<file path="src/rtl/operand_accumulator_60_13.sv">
// Iterative accumulator: adds a stream of zero-extended IN_W-bit terms onto a
// seeded ACC_W-bit register and hands the total plus a sticky carry downstream.
module operand_accumulator_60_13 #(
  parameter int ACC_W    = 60,
  parameter int IN_W     = 13,
  parameter int CNT_W    = 8,
  parameter bit SATURATE = 1'b0
) (
  input  logic             clk,
  input  logic             rst,
  input  logic             start,
  input  logic [ACC_W-1:0] init_value,
  input  logic [CNT_W-1:0] term_count,
  input  logic             b_valid,
  input  logic [IN_W-1:0]  b_data,
  output logic             b_ready,
  output logic             busy,
  output logic             res_valid,
  output logic [ACC_W-1:0] res_data,
  output logic             res_carry,
  input  logic             res_ready
);

  typedef enum logic [1:0] {
    S_IDLE = 2'd0,
    S_ACC  = 2'd1,
    S_OUT  = 2'd2
  } state_t;

  state_t           state_q, state_d;
  logic [ACC_W-1:0] acc_q, acc_d;
  logic [CNT_W-1:0] rem_q, rem_d;
  logic             ovf_q, ovf_d;
  logic [ACC_W:0]   sum;

  // Wrap or clamp the carry-extended sum back to ACC_W bits.
  function automatic logic [ACC_W-1:0] sat_acc(input logic [ACC_W:0] s);
    if (SATURATE && s[ACC_W]) return '1;
    else                      return s[ACC_W-1:0];
  endfunction

  assign sum = {1'b0, acc_q} + {{(ACC_W + 1 - IN_W){1'b0}}, b_data};

  // State and datapath register
  always_ff @(posedge clk) begin
    if (rst) begin
      state_q <= S_IDLE;
      acc_q   <= '0;
      rem_q   <= '0;
      ovf_q   <= 1'b0;
    end else begin
      state_q <= state_d;
      acc_q   <= acc_d;
      rem_q   <= rem_d;
      ovf_q   <= ovf_d;
    end
  end

  // Next-state and datapath update
  always_comb begin
    state_d = state_q;
    acc_d   = acc_q;
    rem_d   = rem_q;
    ovf_d   = ovf_q;
    case (state_q)
      S_IDLE: begin
        if (start) begin
          acc_d   = init_value;
          rem_d   = term_count;
          ovf_d   = 1'b0;
          state_d = (term_count != '0) ? S_ACC : S_OUT;
        end
      end
      S_ACC: begin
        if (b_valid) begin
          acc_d = sat_acc(sum);
          ovf_d = ovf_q | sum[ACC_W];
          rem_d = rem_q - CNT_W'(1);
          if (rem_q == CNT_W'(1)) state_d = S_OUT;
        end
      end
      S_OUT: begin
        if (res_ready) state_d = S_IDLE;
      end
      default: state_d = S_IDLE;
    endcase
  end

  // Outputs are forced to zero outside OUT so nothing stale leaks downstream.
  always_comb begin
    b_ready   = 1'b0;
    busy      = 1'b0;
    res_valid = 1'b0;
    res_data  = '0;
    res_carry = 1'b0;
    case (state_q)
      S_ACC: begin
        b_ready = 1'b1;
        busy    = 1'b1;
      end
      S_OUT: begin
        busy      = 1'b1;
        res_valid = 1'b1;
        res_data  = acc_q;
        res_carry = ovf_q;
      end
      default: ;
    endcase
  end

endmodule
</file>
<file path="config.mk">
export PLATFORM = sky130hd
export DESIGN_NAME = operand_accumulator_60_13
export DESIGN_NICKNAME = d
export VERILOG_FILES = /design/src/rtl/operand_accumulator_60_13.sv
export SDC_FILE = /design/constraint.sdc
export NUM_CORES = 1
export LEC_CHECK = 0
export ABC_AREA = 1
export CELL_PAD_IN_SITES_DETAIL_PLACEMENT = 0
export CELL_PAD_IN_SITES_GLOBAL_PLACEMENT = 1
export CORE_ASPECT_RATIO = 0.5
export CORE_MARGIN = 1.5
export CORE_UTILIZATION = 38
export CTS_BUF_LIST = sky130_fd_sc_hd__clkbuf_2 sky130_fd_sc_hd__clkbuf_4 sky130_fd_sc_hd__clkbuf_8
export CTS_CLUSTER_DIAMETER = 120
export DETAILED_ROUTE_END_ITERATION = 7
export MAX_ROUTING_LAYER = met4
export PLACE_DENSITY_LB_ADDON = 0.25
export SETUP_SLACK_MARGIN = 0.15
export SLEW_MARGIN = 20
export SYNTH_ARGS = -nofsm -noshare
export SYNTH_HDL_FRONTEND = slang
export SYNTH_SLANG_ARGS = --single-unit
</file>
<file path="constraint.sdc">
create_clock -name clk -period 4.3 [get_ports clk]
set_input_delay 0.645 -clock clk [delete_from_list [all_inputs] [get_ports clk]]
set_output_delay 0.645 -clock clk [all_outputs]
set_load 0.01 [all_outputs]
</file>
# Word level (Yosys, flattened, before mapping)
# Cells that the tools add are included.
totals:
  ff_bits: 71
  latchBits: 0
  mem_bits_rw: 0
  rom_bits: 0
  inputBits: 86
  output_inout_bits: 64
  wordCells: 40
  n_memories: 0
op_classes:
  add_sub_neg: 2
  mul: 0
  n_div: 0
  magnitude_cmp: 0
  eq_ne: 7
  shift: 0
  n_mux: 20
  n_bitwise: 1
  reduce_logical: 6
op_table:
  columns: ["operator", "n"]
  rows:
  - ["$mux 60", 3]
  - ["$pmux 60 s2", 1]
  - ["$add 60x13->61", 1]
  - ["$mux 8", 2]
  - ["$pmux 8 s2", 1]
  - ["$mux 2", 5]
  - ["$eq 8x1->1 const B", 1]
  - ["$ne 2x2->1 const B", 4]
  - ["$reduce_bool 8->1", 1]
  - ["$sub 8x1->8 const B", 1]
  - ["$mux 1", 6]
  - ["$pmux 2 s3", 1]
  - ["$reduce_and 4->1", 1]
  - ["$reduce_and 3->1", 1]
  - ["$eq 2x1->1 const B", 1]
  - ["$eq 2x2->1 const B", 1]
  - ["$logic_not 2->1", 1]
  - ["$pmux 1 s2", 1]
  - ["$reduce_bool 2->1", 1]
  - ["$reduce_or 2->1", 1]
  - ["$or 1x1->1", 1]

# Logic depth before layout (Yosys ltp)
# Gate-level depths: netlist of run 1.
logic_depth:
  ltp_word: 4
  mapped_depth: 15
  ltp_nobuf: 15

# Worst setup path before layout of run 1
# OpenSTA, ideal clock, no wires.
synth_path:
  path_kind: "input-to-reg"
  from: "input port b_data[0]"
  to: "register acc_q[48]"
  setup_ps: 135
  arrival_ps: 2151
  t_required_ps: 4165
  path_slack_ps: 2013
  path_stages: 15
  n_path_buf: 0
  path_cell_list: "ha_1 > inv_1 > fa_1 > inv_1 > nand3_1 > nand3_1 > nand2_1 > nand3_1 > nand2_1 > nand2_1 > nand2_1 > nand2_1 > nand3_1 > nand2_1 > a21oi_1"
synth_via:
  elab_chain_len: 3
synth_lines:
  columns: ["item", "line", "rtl"]
  rows:
  - ["start: declaration", "15", "input logic [IN_W-1:0] b_data,"]
  - ["$add 60x13->61", "42", "assign sum = {1'b0, acc_q} + {{(ACC_W + 1 - IN_W){1'b0}}, b_data};"]
  - ["$mux 60", "75", "if (b_valid) begin"]
  - ["$pmux 60 s2", "65", "case (state_q)"]
  - ["end signal: assignment", "48", "acc_q <= '0;"]
  - ["end signal: assignment", "53", "acc_q <= acc_d;"]
  - ["end: declaration", "31", "logic [ACC_W-1:0] acc_q, acc_d;"]
# No other way between the ends. The select of a mux whose other input is x is not followed.
# A chain may end at the register's enable or synchronous reset.

# Worst setup path in the final report of run 1
layout_path:
  from: "register state_q[0]"
  to: "output port res_data[32]"
layout_via:
  elab_chain_len: 2
layout_lines:
  columns: ["item", "line", "rtl"]
  rows:
  - ["start: declaration", "30", "state_t state_q, state_d;"]
  - ["start signal: assignment", "52", "state_q <= state_d;"]
  - ["$eq 2x2->1", "96", "case (state_q)"]
  - ["$mux 60", "96", null]
  - ["end: declaration", "19", "output logic [ACC_W-1:0] res_data,"]
# No other way between the ends.

==> results of run 1 <==
## placed cells by master (no fill, tap or decap), types with 2 or more instances in the layout
cell type	instances
and3_1	2
nor2_4	2
nor3_1	13
a21oi_1	84
nand2_2	7
nand3_2	2
inv_1	180
a31oi_1	4
nor2_1	157
o21ai_1	5
clkinvlp_4	3
dfxtp_1	71
nand3b_1	10
nand2_1	394
clkdlybuf4s50_1	148
o211ai_1	3
xor2_1	11
nand4_2	2
clkbuf_8	9
nor4_1	2
ha_1	16
buf_4	7
a211oi_1	6
o21ai_0	35
or2_1	2
nand3_1	101
nand4_1	24
nor3_2	9
nor3_4	3
a21oi_2	4
inv_2	13
nor2_2	11
## critical path: stages (launching register included)
cell and delay (ns):
dfxtp_1 0.35, inv_1 0.11, ha_2 0.45, buf_4 0.38, nand2_1 0.11, inv_1 0.07
clkdlybuf4s50_1 0.53
## area by class of cell
cell class | instances | area, um2 | area share
clock inverter | 6 | 70.1 | 0.00816
sequential | 71 | 1420 | 0.166
tap | 234 | 293 | 0.0341
timing repair buffer | 157 | 1560 | 0.182
multi-input combinational | 917 | 4380 | 0.510
inverter | 194 | 731 | 0.0851
clock buffer | 10 | 131 | 0.0153
## through the flow
step           std cells  setup slack [ns]  utilization
2_1_floorplan       1235              2.01            -
3_3_place_gp        1573              1.01        0.482
3_5_place_dp        1573             0.962        0.482
4_1_cts             1589              1.22        0.493
5_1_grt             1589              1.09        0.493
6_report            1589              1.24        0.493
## final timing paths
path | slack, ns | cells past startpoint | to
max | 1.24 | 6 | res_data[32]
min | 0.48 | 2 | ovf_q$_SDFFE_PP0P_
max reg2reg | 1.62 | 8 | acc_q[28]$_SDFFE_PP0P_
min reg2reg | 0.48 | 2 | ovf_q$_SDFFE_PP0P_
## routing by layer
layer,GRT usage,share of wire,vias to the layer above
li1,-,-,4089
met1,0.423,0.52,3779
met2,0.413,0.40,243
met3,0.0553,0.066,27
met4,0.0517,0.013,0
met5,-,0,-
## cell families (layout without fill, tap and decap cells)
| logic type | after synthesis | count (layout) | share of synthesized area |
|---|---|---|---|
| compound gates | 145 | 145 | 0.117 |
| simple gates | 742 | 742 | 0.478 |
| buf+inv | 247 | 367 | 0.144 |
| xor+xnor | 11 | 11 | 0.0143 |
| fa+ha+maj | 19 | 19 | 0.0363 |
| flops | 71 | 71 | 0.210 |
## sequential cells by signal, indices dropped and copies added, names as in the netlist
signal   cells
acc_q       60
rem_q        8
ovf_q        1
state_q      2
## power groups by stage
stage               logic (mW)  clock network (mW)  registers, mW
floorplan                 1.88                   0           1.18
global placement          2.46                   0           1.42
detailed placement        2.50                   0           1.43
CTS                       2.51               0.609           1.42
global route              2.85               0.640           1.48
finish                    2.51               0.594           1.43
==> metrics.md, run 1 <==
| Metric | Value |
|---|---|
| Row count | 34 |
| Total GRT Usage | 0.290 |
| Share of layout cells above drive strength 1 | 0.0620 |
| Die outline area | 18600 um2 |
| CTS Buf Count | 9 |
| Die Ht | 97.3 um |
| Power share of the combinational group | 0.554 |
| Flop pwr share | 0.315 |
| Worst VDD drop | 0.268 mV |
| Post-Syn Area per Cell | 5.47 um2 |
| Global-route wire length before repair | 40400 um |
| PortBufs | 149 |
| Tcrit/Tclk final | 0.711 |
| Area leader, netlist | nand2_1 |
| RR Startpoint | state_q[1]$_SDFFE_PP0P_ |
| WP data arrival | 2.41 ns |
| Ys Warns | 0 |
| Post-Layout Inst Area | 8580 um2 |
| Number of flops mapped to enable cells by yosys | 0 |
| Latest clock arrival within the worst-skew pair | 0.39 ns |
| Crit Path Category | reg -> out |
| Max Cap Viol | 0 |
| Post-synth ARST share | 0 |
| Synth top area share | 0.219 |
| Post-Syn Area | 6750 um2 |
| CP endpoint kind | output pin |
| Initial antenna violation count | 0 |
| Status | finished clean |
| Root Buffer | clkbuf_8 |
| # setup viols final | 0 |
| Sequential share of the synthesized area | 0.210 |
| Clock slew at reported path FFs | 0.09 ns |
| Ys flop type | dfxtp_1 |
| Via density per instance | 5.12 |
| Worst-Margin Slew | 0.749 ns |
| Min cycle time layout | 3.06 ns |
| Post-route ant nets | 0 |
| Clock Skew | 0.0100 ns |
| Switching share of power | 0.532 |
| Flops & latches, synth | 71 |
| Synth unique cells | 40 |
| Nets@finish | 1455 |
| Max Clk Rate | 327 MHz |
| Worst rel slew slack | 0.500 |
| GR Overflow Total | 0 |
| Worst endpoint required time | 3.65 ns |
| Routed vias | 8138 |
| Leak | 3.96 nW |
| CTS tree | done |
| RSZ-0062 raised after global routing | no |
| Initial core utilization | 0.388 |
| Hold Fails Final Rpt | 0 |
| Number of fill cells | 1934 |
| GPL Wtd Cong | 1.02 |
| Pre-antenna DRT Iters | 5 |
| Vias in the first global route | 7338 |
| Pwr Total | 4.54 mW |
| # IOs | 150 |
| Count leader, synth | nand2_1 |
| Worst Hold Class | reg -> reg |
| DR iter-0 viols | 503 |
| Setup total negative slack | 0 ns |
| Die X | 192 um |
| Hpwl dp | 20000 um |
| Synth area leaders | nand2_1, dfxtp_1, inv_1 |
| WL final | 25800 um |
| Crit path from | state_q[0]$_SDFFE_PP0P_ |
| Post-synth top cells | nand2_1, inv_1, nor2_1, nand3_1, a21oi_1 |
| Worst-path fanout max | 29 |
| Cells after Synth | 1235 |
| # hold bufs at CTS | 0 |
| Clock tree buffer depth | 2 |
| Max-slew violation count | 0 |
| Max H-tree Level | 3 |
| Hold Path Origin | ovf_q$_SDFFE_PP0P_ |
| Clock Power Share | 0.131 |
| Clock tree sinks | 71 |
| Type of origin of the critical path | flip-flop |
| DRC | 0 |
| Hold_ws | 0.478 ns |
| Int Power | 2.12 mW |
| Post-CTS setup buffer count | 0 |
| CTS resizes | 0 |
| Core Area | 17400 um2 |
| Syn_nets | 1340 |
| Post-DP Area | 8380 um2 |
| Sw Pwr | 2.41 mW |
| Power Density | 528 nW/um2 |
| Ant. Diodes | 0 |
| Wire length per cell | 16.3 um |
| Largest net degree at the start of global routing | 59 |
| Synth-to-layout area growth | 27.1% |
No activity file was read; power rests on OpenSTA's default activity.
==> inputs of run 2 (changes only) <==
- CORE_UTILIZATION: 38 -> 35
- clock period: 4.3 -> 3.05 ns (I/O delays scaled with it)
==> run 2 against run 1 <==
Compared with the run above:
- register-to-register slack lost 0.98 ns
- sequential share of layout area shrank 0.23 points
- clock-buffer cell count is the same
- largest cell class unchanged
- highest routed layer unchanged
==> metrics.md, run 2 (same netlist as run 1, synthesis figures left out) <==
| Metric | Value |
|---|---|
| Worst rel slew slack | 0.504 (+0.00409) |
| Core Area | 18700 um2 (+7.2%) |
| Power Density | 744 nW/um2 (+41%) |
| Crit Path Category | reg -> out |
| DR iter-0 viols | 490 (-2.6%) |
| Row count | 35 (+2.9%) |
| Worst-path fanout max | 37 (+28%) |
| Status | finished clean |
| Pre-CTS setup slack | 0.0951 ns (-0.867 ns) |
| Commonest non-fill, non-tap cell in the layout | nand2_1 |
| CP endpoint kind | output pin |
| # setup viols final | 0 (unchanged) |
| Die Ht | 101 um (+4.1%) |
| CP peak stage delay | 0.54 ns (about the same) |
| Max reg flops | 60 (unchanged) |
| Crit path buf inv count | 4 (unchanged) |
| Die X | 199 um (+4.1%) |
| Register bank with the most flops | acc_q |
| Share of layout cells above drive strength 1 | 0.0689 (+0.00687) |
| WP data arrival | 2.13 ns (-0.28 ns) |
| Root Buffer | clkbuf_8 |
| Pre-antenna DRT Iters | 5 (unchanged) |
| Synth-to-layout area growth | 28.9% |
| Clock tree sinks | 71 (unchanged) |
| Multi-input gate area | 4380 um2 (unchanged) |
| Largest net degree at the start of global routing | 108 (+83%) |
| Leak | 4.02 nW (+1.7%) |
| DRC | 0 (unchanged) |
| Hold_ws | 0.464 ns (-0.0144 ns) |
| Max-slew violation count | 0 (unchanged) |
| Final setup margin | 0.460 ns (-0.785 ns) |
| Wire length per cell | 16.5 um (+1.7%) |
| GR Overflow Total | 0 (unchanged) |
| Global-route wire length before repair | 41400 um (+2.4%) |
| Max Clk Rate | 386 MHz |
| CTS Buf Count | 9 (unchanged) |
| Setup total negative slack | 0 ns (unchanged) |
| # IOs | 150 (unchanged) |
| Sequential cell area | 1420 um2 (unchanged) |
| Clock Skew | 0.0110 ns (+0.00102 ns) |
| Type of origin of the critical path | flip-flop |
| Hpwl dp | 20700 um (+3.2%) |
| Top delay family on crit path | buffers and inverters |
| Worst VDD drop | 0.433 mV (+61%) |
| RSZ-0062 raised after global routing | no |
| Max Cap Viol | 0 (unchanged) |
| Clock tree buffer depth | 2 (unchanged) |
| Min cycle time layout | 2.59 ns |
| CTS resizes | 0 (unchanged) |
| Most frequent cells in the layout | nand2_1, inv_1, nor2_1 |
| Tcrit/Tclk final | 0.849 |
| Initial core utilization | 0.362 (-0.0261) |
| Die outline area | 20200 um2 (+8.4%) |
| Worst-Margin Slew | 0.743 ns (-0.00613 ns) |
| Worst endpoint required time | 2.59 ns (-1.06 ns) |
| Via density per instance | 4.98 (-2.7%) |
| Fin util | 0.467 (-0.0266) |
| Worst Hold Class | reg -> reg |
| Initial antenna violation count | 0 (unchanged) |
| Total GRT Usage | 0.280 (-0.00929) |
| Max H-tree Level | 3 (unchanged) |
| Number of fill cells | 2078 (+7.4%) |
| CTS tree | done |
| Routed vias | 8091 (-0.58%) |
| Hold Fails Final Rpt | 0 (unchanged) |
| Ant. Diodes | 0 (unchanged) |
| Post-CTS setup buffer count | 0 (unchanged) |
| WL final | 26900 um (+4.0%) |
| Vias in the first global route | 7469 (+1.8%) |
| Worst-path cell chain | inv_1 > ha_2 > buf_4 > nand2_1 > inv_1 > clkdlybuf4s50_1 |
| GPL Wtd Cong | 0.924 (-9.7%) |
| # hold bufs at CTS | 0 (unchanged) |
| Latest clock arrival within the worst-skew pair | 0.38 ns (about the same) |
| Nets@finish | 1465 (+0.69%) |
| Post-route ant nets | 0 (unchanged) |
| Most used cell, CP | inv_1 |
| Clock slew at reported path FFs | 0.09 ns (about the same) |
| CP max stage cell | clkdlybuf4s50_1 |
| Top flop regs | acc_q: 60 flops, rem_q: 8 flops, state_q: 2 flops |
| PortBufs | 149 (unchanged) |
## run 2: worst paths after layout
check        slack, ns                      to  cells past startpoint                    start
max               0.46            res_data[29]                      6  state_q[0]$_SDFFE_PP0P_
min               0.46      ovf_q$_SDFFE_PP0P_                      2       ovf_q$_SDFFE_PP0P_
max reg2reg       0.64  acc_q[32]$_SDFFE_PP0P_                     15    acc_q[0]$_SDFFE_PP0P_
min reg2reg       0.46      ovf_q$_SDFFE_PP0P_                      2       ovf_q$_SDFFE_PP0P_
## run 2: layout make-up
class	count	area share
clock buffers	10	0.0151
clock inverters	6	0.00704
inverters	194	0.0839
multi-input cells	917	0.503
flip-flops and latches	71	0.163
well taps	259	0.0372
repair buffers	167	0.191
## run 2: routing by layer
metal  wire length [um]  track usage  vias to the layer above
li1                   -            -                     4119
met1              13600        0.394                     3713
met2              11000        0.407                      245
met3               2190       0.0739                       14
met4                175       0.0399                        0
met5                  0            -                        -
## run 2: where the power goes
part	internal, mW	switching (mW)
combinational	1.36	2.31
sequential	1.33	0.664
clock	0.385	0.434
## run 2: stage by stage
step | cells | cell area, um2 | total power, mW
2_1_floorplan | 1235 | 6750 | 4.32
3_3_place_gp | 1608 | 8510 | 5.62
3_5_place_dp | 1608 | 8510 | 5.66
4_1_cts | 1624 | 8710 | 6.51
5_1_grt | 1624 | 8710 | 7.04
6_report | 1624 | 8710 | 6.48
## run 2: worst reg2reg max path, cell delays in order (launching register included)
cell	delay [ns]
dfxtp_1	0.36
ha_1	0.23
inv_1	0.07
fa_1	0.36
inv_1	0.08
nand3_1	0.06
nand3_1	0.19
nand2_1	0.08
nand3_1	0.23
nand2_1	0.12
nand2_1	0.17
nand2_1	0.07
nand2_1	0.06
nand3_1	0.06
nand2_1	0.08
a21oi_1	0.06
==> inputs of run 3 (changes only) <==
- clock period: 3.05 -> 2.53 ns (I/O delays scaled with it)
==> run 3 against run 2 <==
Compared with the run above:
- die area unchanged
- via count increased by 4.0%
- core utilization increased by 3.6 points
- clock power increased by 50%
- global-route usage increased by 0.80 points
- clock-buffer cell count unchanged
- wire length increased by 5.8%
- combinational power increased by 38%
- worst hold slack improved by 0.017 ns
==> metrics.md, run 3 (same netlist as run 1, synthesis figures left out) <==
| Metric | Value |
|---|---|
| Status | finished clean |
| RSZ-0062 raised after global routing | yes |
| Most frequent cells in the layout | nand2_1, inv_1, nor2_1 |
| Via density per instance | 5.01 (+0.62%) |
| DR iter-0 viols | 578 (+18%) |
| Clock Skew | 0.00951 ns (-0.00154 ns) |
| # hold bufs at CTS | 0 (unchanged) |
| Sequential cell area | 1420 um2 (about the same) |
| Multi-input gate area | 4490 um2 (+2.6%) |
| Hold Fails Final Rpt | 0 (unchanged) |
| Vias in the first global route | 7673 (+2.7%) |
| Worst VDD drop | 0.466 mV (+7.7%) |
| PortBufs | 149 (unchanged) |
| Pre-antenna DRT Iters | 5 (unchanged) |
| Latest clock arrival within the worst-skew pair | 0.38 ns (about the same) |
| CTS Buf Count | 9 (unchanged) |
| Post-DP Area | 8880 um2 (+4.3%) |
| Power Density | 928 nW/um2 (+25%) |
| Max H-tree Level | 3 (unchanged) |
| Top flop regs | acc_q: 60 flops, rem_q: 8 flops, state_q: 2 flops |
| Die outline area | 20200 um2 (unchanged) |
| Core Area | 18700 um2 (unchanged) |
| DRC | 0 (unchanged) |
| # IOs | 150 (unchanged) |
| Worst-Margin Slew | 0.773 ns (+0.0295 ns) |
| Min cycle time layout | 2.35 ns |
| Number of fill cells | 1992 (-4.1%) |
| Max-slew violation count | 0 (unchanged) |
| Initial core utilization | 0.362 (unchanged) |
| CTS tree | done |
| Share of layout cells above drive strength 1 | 0.121 (+0.0516) |
| CP endpoint kind | output pin |
| Wire length per cell | 16.9 um (+2.3%) |
| Synth-to-layout area growth | 38.8% |
| GPL Wtd Cong | 0.939 (+1.6%) |
| Max Cap Viol | 0 (unchanged) |
| Root Buffer | clkbuf_8 |
| Routed vias | 8417 (+4.0%) |
| Post-Layout Inst Area | 9370 um2 (+7.7%) |
| Crit Path Category | reg -> out |
| Nets@finish | 1519 (+3.7%) |
| Die Ht | 101 um (unchanged) |
| Largest net degree at the start of global routing | 62 (-43%) |
| WP data arrival | 1.97 ns (-0.16 ns) |
| GR Overflow Total | 0 (unchanged) |
| WL final | 28400 um (+5.8%) |
| Worst endpoint required time | 2.15 ns (-0.44 ns) |
| Commonest non-fill, non-tap cell in the layout | nand2_1 |
| Row count | 35 (unchanged) |
| Final setup margin | 0.178 ns (-0.282 ns) |
| Type of origin of the critical path | flip-flop |
| Hpwl dp | 21400 um (+3.6%) |
| Clock tree sinks | 71 (unchanged) |
| Leak | 4.54 nW (+13%) |
| Worst rel slew slack | 0.485 (-0.0197) |
| Clock slew at reported path FFs | 0.09 ns (about the same) |
| Max reg flops | 60 (unchanged) |
| Initial antenna violation count | 1 (+1) |
| Clock tree buffer depth | 2 (unchanged) |
| Hold_ws | 0.481 ns (+0.0173 ns) |
| Worst Hold Class | reg -> reg |
| Die X | 199 um (unchanged) |
| Worst-path fanout max | 17 (-54%) |
| Max Clk Rate | 425 MHz |
| Pre-CTS setup slack | -0.235 ns (-0.330 ns) |
| Tcrit/Tclk final | 0.930 |
| Register bank with the most flops | acc_q |
| Global-route wire length before repair | 42900 um (+3.6%) |
| # setup viols final | 0 (unchanged) |
| Post-route ant nets | 0 (unchanged) |
| Total GRT Usage | 0.289 (+0.00804) |
[run 3: where the power goes]
part | total [mW] | switching, mW | internal [mW]
Clock | 1.23 | 0.551 | 0.680
Combinational | 5.07 | 3.02 | 2.05
Sequential | 2.40 | 0.791 | 1.60
[run 3: repair_timing]
| item | in CTS | in global routing |
|---|---|---|
| gates resized for setup | 3 | 39 |
| gates cloned | 0 | 4 |
| endpoints found under the setup margin | 30 | 104 |
| pin swaps | 0 | 2 |
| buffers inserted | 0 | 3 |
[run 3: metal layers]
layer	up-vias	routed length, um	GRT usage	share of wire
li1	4229	-	-	-
met4	0	391	0.0521	0.014
met5	-	0	-	0
met2	238	11500	0.402	0.40
met1	3925	14500	0.424	0.51
met3	25	2100	0.0589	0.074
[run 3: per-stage QoR]
stage | setup TNS (ns) | util | power (mW) | cells
6_report | 0 | 0.502 | 8.69 | 1679
5_1_grt | 0 | 0.502 | 9.38 | 1679
4_1_cts | 0 | 0.490 | 8.46 | 1671
3_5_place_dp | -5.99 | 0.476 | 7.20 | 1655
3_3_place_gp | -4.47 | 0.476 | 7.12 | 1655
2_1_floorplan | 0 | - | 5.20 | 1235
[run 3: worst paths after layout]
check | start | end | slack, ns | cells past startpoint
min reg2reg | ovf_q$_SDFFE_PP0P_ | ovf_q$_SDFFE_PP0P_ | 0.48 | 2
min | ovf_q$_SDFFE_PP0P_ | ovf_q$_SDFFE_PP0P_ | 0.48 | 2
max | state_q[0]$_SDFFE_PP0P_ | res_data[33] | 0.18 | 6
max reg2reg | acc_q[24]$_SDFFE_PP0P_ | acc_q[53]$_SDFFE_PP0P_ | 0.35 | 9
[run 3: cell type report]
| class | instances | share of cell area |
|---|---|---|
| flip-flops and latches | 71 | 0.152 |
| clock buffers | 10 | 0.0147 |
| clock inverters | 6 | 0.0115 |
| well taps | 259 | 0.0346 |
| multi-input cells | 917 | 0.479 |
| diodes | 1 | 0.000267 |
| repair buffers | 221 | 0.230 |
| inverters | 194 | 0.0780 |
[run 3: critical path: stages (launching register included)]
cell             delay, ns
dfxtp_2               0.35
inv_2                 0.09
ha_4                  0.27
buf_12                0.19
nand2_1               0.08
inv_1                 0.07
clkdlybuf4s50_1       0.52
